File: config.mk
export PLATFORM = sky130hd
export DESIGN_NAME = systolic_skew_feeder
export DESIGN_NICKNAME = d
export VERILOG_FILES = /design/src/rtl/systolic_pkg.sv /design/src/rtl/skew_delay_line.sv /design/src/rtl/systolic_skew_feeder.sv
export SDC_FILE = /design/constraint.sdc
export NUM_CORES = 1
export LEC_CHECK = 0
export ABC_AREA = 1
export ABC_CLOCK_PERIOD_IN_PS = 1250
export CORE_MARGIN = 5
export CORE_UTILIZATION = 35
export DETAILED_ROUTE_END_ITERATION = 12
export SYNTH_ARGS = -nofsm -noshare
export SYNTH_HDL_FRONTEND = slang
export SYNTH_SLANG_ARGS = --single-unit
File: constraint.sdc
create_clock -name clk -period 1.25 [get_ports clk]
set_clock_uncertainty 0.1 [all_clocks]
set_input_delay 0.25 -clock clk [delete_from_list [all_inputs] [get_ports clk]]
set_output_delay 0.25 -clock clk [all_outputs]
set_load 0.005 [all_outputs]
File: src/rtl/systolic_pkg.sv
// Shared types and constants for the systolic array front-end.
// Holds the default element width, the skew feeder state encoding and a counter-width helper.
package systolic_pkg;

  localparam int DATAWIDTH_DEFAULT = 8;

  typedef enum logic [1:0] {
    IDLE  = 2'd0,
    FEED  = 2'd1,
    DRAIN = 2'd2
  } feeder_state_e;

  // Width able to hold n-1; never narrower than one bit.
  function automatic int cnt_width(input int n);
    return (n <= 1) ? 1 : $clog2(n);
  endfunction

endpackage

File: src/rtl/skew_delay_line.sv
// One row of the skew network: a DEPTH-stage {valid, data} shift chain that shifts every cycle.
module skew_delay_line #(
  parameter int DATAWIDTH = 8,
  parameter int DEPTH     = 1
) (
  input  logic                 clk,
  input  logic                 rst_n,
  input  logic                 valid_i,
  input  logic [DATAWIDTH-1:0] data_i,
  output logic                 valid_o,
  output logic [DATAWIDTH-1:0] data_o
);

  logic [DEPTH-1:0]                vld_q;
  logic [DEPTH-1:0][DATAWIDTH-1:0] dat_q;

  always_ff @(posedge clk or negedge rst_n) begin
    if (!rst_n) begin
      vld_q <= '0;
      dat_q <= '0;
    end else begin
      vld_q[0] <= valid_i;
      dat_q[0] <= data_i;
      for (int k = 1; k < DEPTH; k++) begin
        vld_q[k] <= vld_q[k-1];
        dat_q[k] <= dat_q[k-1];
      end
    end
  end

  assign valid_o = vld_q[DEPTH-1];
  assign data_o  = dat_q[DEPTH-1];

endmodule

File: src/rtl/systolic_skew_feeder.sv
// Diagonal skew feeder: row i sees each accepted vector element i+1 cycles after acceptance.
// Optional per-frame vector counter output enabled by defining SKEW_FEEDER_PERF_EN.
module systolic_skew_feeder
  import systolic_pkg::*;
#(
  parameter int DATAWIDTH = DATAWIDTH_DEFAULT,
  parameter int N         = 4
) (
  input  logic                   clk,
  input  logic                   rst_n,
  input  logic                   s_valid,
  output logic                   s_ready,
  input  logic [N*DATAWIDTH-1:0] s_data,
  input  logic                   s_last,
  output logic [N*DATAWIDTH-1:0] a_out,
  output logic [N-1:0]           a_valid,
  output logic                   busy,
  output logic                   done
`ifdef SKEW_FEEDER_PERF_EN
  ,
  output logic [31:0]            vec_count
`endif
);

  localparam int            CW         = cnt_width(N);
  localparam logic [CW-1:0] DRAIN_LOAD = CW'(N - 1);

  feeder_state_e state_q, state_d;
  logic [CW-1:0] cnt_q, cnt_d;
  logic          s_ready_q, s_ready_d;
  logic          busy_q, busy_d;
  logic          done_q, done_d;
  logic          xfer;

  assign xfer = s_valid && s_ready_q;

  always_ff @(posedge clk or negedge rst_n) begin
    if (!rst_n) begin
      state_q <= IDLE;
      cnt_q   <= '0;
    end else begin
      state_q <= state_d;
      cnt_q   <= cnt_d;
    end
  end

  always_comb begin
    state_d = state_q;
    cnt_d   = cnt_q;
    case (state_q)
      IDLE, FEED: begin
        if (xfer) begin
          if (s_last) begin
            state_d = DRAIN;
            cnt_d   = DRAIN_LOAD;
          end else begin
            state_d = FEED;
          end
        end
      end
      DRAIN: begin
        if (cnt_q == '0) state_d = IDLE;
        else             cnt_d   = cnt_q - 1'b1;
      end
      default: state_d = IDLE;
    endcase
  end

  // Outputs are registered from next state, so done lands with the last element on row N-1.
  always_comb begin
    s_ready_d = (state_d != DRAIN);
    busy_d    = (state_d != IDLE);
    done_d    = (state_d == DRAIN) && (cnt_d == '0);
  end

  always_ff @(posedge clk or negedge rst_n) begin
    if (!rst_n) begin
      s_ready_q <= 1'b1;
      busy_q    <= 1'b0;
      done_q    <= 1'b0;
    end else begin
      s_ready_q <= s_ready_d;
      busy_q    <= busy_d;
      done_q    <= done_d;
    end
  end

  assign s_ready = s_ready_q;
  assign busy    = busy_q;
  assign done    = done_q;

  genvar gi;
  for (gi = 0; gi < N; gi++) begin : g_row
    logic [DATAWIDTH-1:0] row_in;
    assign row_in = xfer ? s_data[gi*DATAWIDTH +: DATAWIDTH] : '0;

    skew_delay_line #(
      .DATAWIDTH(DATAWIDTH),
      .DEPTH    (gi + 1)
    ) u_row (
      .clk    (clk),
      .rst_n  (rst_n),
      .valid_i(xfer),
      .data_i (row_in),
      .valid_o(a_valid[gi]),
      .data_o (a_out[gi*DATAWIDTH +: DATAWIDTH])
    );
  end

`ifdef SKEW_FEEDER_PERF_EN
  logic [31:0] vec_count_q, vec_count_d;

  always_comb begin
    vec_count_d = vec_count_q;
    if (xfer) vec_count_d = (state_q == IDLE) ? 32'd1 : vec_count_q + 32'd1;
  end

  always_ff @(posedge clk or negedge rst_n) begin
    if (!rst_n) vec_count_q <= '0;
    else        vec_count_q <= vec_count_d;
  end

  assign vec_count = vec_count_q;
`endif

endmodule

After elaboration in Yosys (flattened, before gate mapping)
Index checks and enable logic that the tools add are counted.
{ "word_totals": {"memories": 0, "rom_bits": 0, "out_inout_bits": 39, "elab_cells": 43, "mem_bits_rw": 0, "regBits": 97, "latchBits": 0} }
{ "op_classes": {"shifts": 0, "mul": 0, "add_sub_neg": 1, "bitwise_logic": 0, "n_mux": 12, "n_lt_le_gt_ge": 0, "n_reduce_logical": 7, "eq_ne": 4, "div_mod_pow": 0} }
{ "op_table": {"columns": ["operator", "n"], "rows": [
  ["8-bit 2-to-1 mux", 4],
  ["2-bit 2-to-1 mux", 6],
  ["2-bit case mux with 2 select lines", 2],
  ["2-bit logical NOT", 3],
  ["2-bit equality test (second input constant)", 2],
  ["2-bit by 1-bit equality test with 1-bit output (second input constant)", 1],
  ["1-bit logical AND", 2],
  ["2-bit inequality test (second input constant)", 1],
  ["2-bit nonzero test", 1],
  ["2-bit OR reduction", 1],
  ["2-bit by 1-bit subtractor with 2-bit output (second input constant)", 1]
]} }

Logic depth before layout (Yosys ltp)
Gate-level depths: netlist of run 1.
{ "logic_depth": {"depth_word": 5, "ltp_mapped": 5} }

Modules after synthesis
A second synthesis of run 1 with hierarchy kept.
{ "unflattened": {"cells_unflattened": 216, "hier_area_um2": 2994.1} }
{ "by_module_without_submodules": {"columns": ["mod", "seq_area_each_um2", "cells_each", "n_inst", "area_each_um2"], "rows": [
  ["skew_delay_line at g_row[3].u_row", 900.9, 44, 1, 960.9],
  ["skew_delay_line at g_row[2].u_row", 675.6, 35, 1, 735.7],
  ["systolic_skew_feeder", 176.4, 102, 1, 561.8],
  ["skew_delay_line at g_row[1].u_row", 450.4, 26, 1, 510.5],
  ["skew_delay_line at g_row[0].u_row", 225.2, 9, 1, 225.2]
]} }

Worst setup path before layout of run 1
No wires, ideal clock.
{ "synth_path": {"kind": "register -> register", "startpoint": "register s_ready_q (netlist: s_ready)", "endpoint": "register busy_q (netlist: busy)", "synth_period_minus_slack_ns": 1.042, "stages_incl_launch_ff": 5, "setup_ns": 0.065, "n_path_buf": 0, "path_slack_ns": 0.208, "t_required_ns": 1.085, "t_arrival_ns": 0.877, "cell_sequence": "dfstp_2 -> nand2_2 -> nand2_1 -> nand3b_1 -> nand2_2"} }
{ "synth_between": {"elab_chain_len": 4} }
{ "synth_lines": {"columns": ["element", "line", "rtl"], "rows": [
  ["start, declared", "systolic_skew_feeder.sv:30", "logic s_ready_q, s_ready_d;"],
  ["start signal, assigned", "systolic_skew_feeder.sv:82", "s_ready_q <= s_ready_d;"],
  ["1-bit logical AND", "systolic_skew_feeder.sv:35", "assign xfer = s_valid && s_ready_q;"],
  ["2-bit 2-to-1 mux", "systolic_skew_feeder.sv:52", "if (xfer) begin"],
  ["2-bit case mux with 2 select lines", "systolic_skew_feeder.sv:50", "case (state_q)"],
  ["2-bit nonzero test", "systolic_skew_feeder.sv:72", "busy_d = (state_d != IDLE);"],
  ["net busy_d", "systolic_skew_feeder.sv:31", "logic busy_q, busy_d;"],
  ["end signal, assigned", "systolic_skew_feeder.sv:83", "busy_q <= busy_d;"],
  ["end, declared", "systolic_skew_feeder.sv:31", null]
]} }
The timed path passes the listed nets, and every way through them passes these cells.

Worst setup path after layout of run 1
{ "layout_path": {"startpoint": "register s_ready_q (netlist: s_ready)", "endpoint": "output s_ready"} }
{ "layout_lines": {"columns": ["element", "line", "rtl"], "rows": [
  ["end, declared", "systolic_skew_feeder.sv:12", "output logic s_ready,"]
]} }
No word-level cell between the ends.

==> results of run 1 <==
[power by group]
group	switching (W)	leakage (nW)	internal (W)
combinational	0.000541	0.743	0.000561
clock	0.00100	0.100	0.000991
sequential	0.000174	1.19	0.00346
total	0.00172	2.03	0.00501
[state kept, by name (all words and copies together) (netlist names)]
name / flops
cnt_q: 2
g_row.u_row.dat_q: 48
done: 1
g_row.u_row.data_o: 32
state_q: 2
g_row.u_row.vld_q: 4
s_ready: 1
busy: 1
[Yosys cell counts]
cell type   n
nand2_2     3
dfrtp_1    90
a21oi_2     1
nand4_1     1
dfstp_2     1
nand3_2     1
nand3_1     1
buf_4      28
nand3b_1    1
inv_1      38
o21ai_1     1
nor2_2      2
inv_2       1
buf_6       3
nand2_1     2
o21ai_0     1
nor2_1     35
[cells by family (layout without fill, tap and decap cells)]
group / after synthesis / after routing
DFF: 91 / 91
and+or+nand+nor: 46 / 46
AOI/OAI and AO/OA: 3 / 3
buffers and inverters: 70 / 141
[area by class of cell]
cell class | instances | area (um2) | area share [%]
clock buffer | 11 | 141 | 3.80
timing repair buffer | 86 | 718 | 19.3
multi-input combinational | 49 | 249 | 6.68
sequential | 91 | 2280 | 61.2
inverter | 39 | 146 | 3.93
clock inverter | 5 | 60.1 | 1.61
tap | 105 | 131 | 3.53
[per-stage QoR]
step / setup TNS (ps) / std cells / utilization, % / hold WS [ps] / instance area (um2)
2_1_floorplan: 0 / 210 / - / -146 / 2890
3_3_place_gp: -2830 / 365 / 44.3 / 10.8 / 3600
3_5_place_dp: -3750 / 365 / 44.3 / 12.1 / 3600
4_1_cts: -111 / 383 / 44.6 / 166 / 3630
5_1_grt: -389 / 386 / 45.8 / 183 / 3720
6_report: -89.1 / 386 / 45.8 / 184 / 3720
[routing by layer]
layer  GRT usage (%)  up-vias
met4            5.28        0
met5               0        -
met3            4.01        8
met2            14.3       48
met1            11.8      727
li1                -      711
[timing repair]
action	in CTS	in global routing
setup endpoints to repair	39	14
gates cloned	0	2
buffers inserted	1	1
pin swaps	0	1
hold endpoints to repair	90	0
hold buffers	1	0
gates resized for setup	156	8
[worst paths after layout]
kind                                               from                  endpoint  depth (start not counted)
worst min register to register  g_row[1].u_row.dat_q[3]  g_row[1].u_row.data_o[3]                          0
max in group asynchronous                         rst_n  g_row[1].u_row.data_o[7]                          3
worst max register to register                  s_ready   g_row[1].u_row.dat_q[7]                          4
worst max-delay path                            s_ready                   s_ready                          1
worst min-delay path                              rst_n  g_row[3].u_row.dat_q[10]                          2
min in group clk                g_row[1].u_row.dat_q[3]  g_row[1].u_row.data_o[3]                          0
==> flow_summary.json, run 1 <==
{
  "wl_met2_mm": 2.34,
  "grt_start_max_net_pins": 54,
  "peakVddDrop_mv": 1.05,
  "htreeDepth": 3,
  "hpwl_mm": 2.91,
  "die_h_um": 101,
  "r2r_setup_slack_ps": 10,
  "numCtsBuffers": 9,
  "cts_tree": "done",
  "clock_latency_ps": 350,
  "synth_seq_cells": 91,
  "cp_slowest_cell": "dfstp_2",
  "ys_seq_area_share_pct": 78.9,
  "yosysTopAreaCellShare_pct": 78.0,
  "io_pins": 75,
  "drive_above_1_share_pct": 27.4,
  "netlist_instances": 210,
  "path_buf_inv": 1,
  "dr_wl_met3_um": 388,
  "cts.sinks": 91,
  "cp_max_fo": 2,
  "required_ps": 900,
  "fin_crit_ps": 1340,
  "setup_viol": 1,
  "avgRoutedWirePerCell_um": 11.9,
  "synth_xor_area_share_pct": 0,
  "drt_first_iter_violations": 3,
  "gr-total-overflow": 0,
  "vias": 1494,
  "final_common_cell": "dfrtp_1",
  "avgViaCountPerCell": 3.87,
  "cellLeakagePower_nw": 2.03,
  "cp_top_family": "flip-flops",
  "ys_types": 17,
  "slew_violations": 0,
  "synth-compound-area-share_pct": 0.650,
  "synth_top_family_by_area": "buffers and inverters",
  "wl_met1_mm": 1.76,
  "endpoint_kind": "output pin",
  "die_w_um": 101,
  "top_layer_used": "met4",
  "synth_area_um2": 2890,
  "pre_cts_slack_ps": -125,
  "nNetsFinal": 312,
  "muxShareOfSynthArea_pct": 0,
  "root_buffer": "clkbuf_8",
  "max_stage_delay_ps": 550,
  "yosys_warnings": 0,
  "avgSynthCellArea_um2": 13.7,
  "outcome": "finished, violations left",
  "grtUsageTotal_pct": 9.60,
  "cp-start-kind": "flip-flop",
  "violations": "negative setup slack",
  "globalplace.congestion": 0.609,
  "worst_slack_ps": -89.1,
  "fin_crit_sh_pct": 107,
  "power_w": 0.00673,
  "synthAdderAreaFrac_pct": 0,
  "antenna_found_initial": 0,
  "fmax_ghz": 0.747,
  "syn_to_final_growth_pct": 29.0,
  "crit_chain": "buf_6",
  "grt_pass1_wl_mm": 7.28,
  "port_buffers": 74,
  "coreArea_um2": 8130,
  "hold_viol": 0,
  "drt_pass1_iterations": 3,
  "ys_top_cells_by_area": "dfrtp_1 (78%), buf_4 (7.3%), inv_1 (4.9%)",
  "initial_core_util_pct": 35.5,
  "criticalPathCategory": "flip-flop to output pin",
  "maxCapViolCount": 0,
  "drcViolationCount": 0,
  "yosysTopAreaCell": "dfrtp_1",
  "rsz0062_at_grt": "true",
  "p_per_area_nw_per_um2": 1810,
  "relSlewSlack_pct": 81.0,
  "ant_nets": 0,
  "grt_pass1_vias": 1506,
  "synth-simple-area-share_pct": 6.89,
  "mostFrequentLayoutCells": "dfrtp_1 (90), inv_1 (38), buf_2 (38), clkdlybuf4s50_1 (34), nor2_1 (33)",
  "routed_wl_mm": 4.58,
  "rows": 33,
  "hp-class": "input port to asynchronous set/reset pin",
  "worst_slew_pin_slew_ps": 284,
  "cts.path.max_buffers": 2,
  "nFillCells": 759,
  "syn-num-nets": 246,
  "n_antenna_cell": 0,
  "path_clk_slew_ps": 90,
  "die_area_um2": 10200,
  "worstPathArrival_ps": 990
}
(Power assumes the default switching activity.)
==> inputs of run 2 (changes only) <==
--- a/config.mk
+++ b/config.mk
@@ -10,6 +10,7 @@
 export CORE_MARGIN = 5
 export CORE_UTILIZATION = 35
 export DETAILED_ROUTE_END_ITERATION = 12
+export GPL_ROUTABILITY_DRIVEN = 0
 export SYNTH_ARGS = -nofsm -noshare
 export SYNTH_HDL_FRONTEND = slang
 export SYNTH_SLANG_ARGS = --single-unit
==> results of run 2 <==
Same layout as run 1: the final DEF is identical, and so are final timing and power.
==> inputs of run 3 (changes only) <==
--- a/config.mk
+++ b/config.mk
@@ -10,7 +10,9 @@
 export CORE_MARGIN = 5
 export CORE_UTILIZATION = 35
 export DETAILED_ROUTE_END_ITERATION = 12
+export DONT_BUFFER_PORTS = 1
 export GPL_ROUTABILITY_DRIVEN = 0
+export PLACE_DENSITY = 0.55
 export SYNTH_ARGS = -nofsm -noshare
 export SYNTH_HDL_FRONTEND = slang
 export SYNTH_SLANG_ARGS = --single-unit
==> run 3 against run 2 <==
Compared with the run above:
- the run ends with negative hold slack, negative setup slack left
- cell area decreased by 9.3%
- sequential power rose by 2%
- die area stayed put
- wire length is 8.5% lower
- total power is 2.4% lower
- critical path type unchanged
- largest power group unchanged
==> flow_summary.json, run 3 (synthesized netlist as in run 1, its figures left out) <==
{
  "outcome": "finished, violations left",
  "violations": "negative hold slack, negative setup slack",
  "fin_crit_ps": 1260,
  "die_h_um": 101,
  "initial_core_util_pct": 35.5,
  "hold_viol": 91,
  "worst_slack_ps": -13.2,
  "cts_hold_buf": 34,
  "maxCapViolCount": 0,
  "die_area_um2": 10200,
  "drt_first_iter_violations": 43,
  "final_common_cell": "dfrtp_1",
  "io_pins": 75,
  "die_w_um": 101,
  "path_clk_slew_ps": 90,
  "largest_register_ff_count": 48,
  "worstPathArrival_ps": 910,
  "crit_path_start": "s_ready",
  "drive_above_1_share_pct": 11.3,
  "grtUsageTotal_pct": 9.32,
  "numCtsBuffers": 9,
  "slew_violations": 0,
  "top_register": "g_row.u_row.dat_q",
  "grt_pass1_vias": 1426,
  "avgRoutedWirePerCell_um": 12.5,
  "post-cts-setup-buffers": 0,
  "relSlewSlack_pct": 85.8,
  "reg2reg_from": "s_ready",
  "criticalPathCategory": "flip-flop to output pin",
  "cp-start-kind": "flip-flop",
  "rows": 33,
  "grt_start_max_net_pins": 92,
  "design_area_um2": 3380,
  "cts_tree": "done",
  "gr-total-overflow": 0,
  "cts.sinks": 91,
  "ant_nets": 0,
  "nNetsFinal": 261,
  "endpoint_kind": "output pin",
  "pre_cts_slack_ps": 130,
  "vias": 1292,
  "p_per_area_nw_per_um2": 1940,
  "cellLeakagePower_nw": 1.79,
  "worst_slew_pin_slew_ps": 213,
  "fmax_ghz": 0.792,
  "whs_ps": -505,
  "antenna_found_initial": 0,
  "port_buffers": 0,
  "hpwl_mm": 2.47,
  "stdcell_count": 335,
  "place_area_um2": 2790,
  "syn_to_final_growth_pct": 17.1,
  "drt_pass1_iterations": 2,
  "cp_max_fo": 3,
  "setup_viol": 1,
  "setup_tns_ps": -13.2,
  "mostFrequentLayoutCells": "dfrtp_1 (90), inv_1 (38), nor2_1 (35), dlygate4sd3_1 (34), clkbuf_8 (9)",
  "coreArea_um2": 8130,
  "hp-class": "input port to asynchronous set/reset pin",
  "grt_pass1_wl_mm": 7.13,
  "nFillCells": 736,
  "n_antenna_cell": 0,
  "routed_wl_mm": 4.20,
  "drcViolationCount": 0,
  "clock_latency_ps": 340,
  "fin_crit_sh_pct": 101,
  "peakVddDrop_mv": 0.792,
  "avgViaCountPerCell": 3.86,
  "dp_cells": 285,
  "htreeDepth": 3,
  "root_buffer": "clkbuf_8",
  "rsz0062_at_grt": "true",
  "required_ps": 900,
  "cts.path.max_buffers": 2
}
==> run 3: cell count changes in the layout (fill, tap and decap cells not counted), moves of 2 or more <==
cell	previous run	this run
buf_4	6	0
buf_6	2	0
clkbuf_16	2	0
nor2_1	33	35
buf_12	3	1
clkdlybuf4s50_1	34	0
dlygate4sd3_1	1	34
bufinv_16	1	3
buf_2	38	0
==> run 3: metrics by stage <==
step,util [%],power [W]
global placement,34.3,0.00418
global route,41.5,0.00694
CTS,41.5,0.00670
detailed placement,34.3,0.00422
finish,41.5,0.00656
floorplan,-,0.00426
==> run 3: path summary, 6_finish.rpt <==
path	depth (start not counted)	slack (ps)	to
min in group clk	4	140	state_q[0]
min reg2reg	0	240	g_row[3].u_row.data_o[3]
max	0	-10	s_ready
max reg2reg	4	120	cnt_q[0]
min	0	-500	g_row[2].u_row.dat_q[6]
max in group asynchronous	0	1350	s_ready
==> run 3: power by group <==
part           switching, W  total, W  internal, W
clock               0.00100   0.00234      0.00134
combinational      0.000293  0.000511     0.000218
sequential         0.000244   0.00371      0.00346
total               0.00154   0.00656      0.00502
==> run 3: layout make-up <==
type                            instances  area (um2)  share of cell area [%]
Clock buffer                            9         124                    3.67
Timing Repair Buffer                   35         360                    10.7
Tap cell                              105         131                    3.89
Inverter                               39         146                    4.33
Multi-Input combinational cell         49         218                    6.44
Clock inverter                          7         121                    3.59
Sequential cell                        91        2280                    67.4
==> run 3: repair_timing <==
action,in CTS,in global routing
endpoints found under the setup margin,1,1
resized for setup,0,0
cloned,0,0
endpoints found under the hold margin,124,91
==> run 3: layer usage <==
metal / up-vias / global-route usage [%] / share of wire [%]
met5: - / 0 / 0
met4: 0 / 6.32 / 3.0
met3: 12 / 3.25 / 7.6
met2: 50 / 13.8 / 48
met1: 627 / 11.4 / 42
li1: 603 / - / -
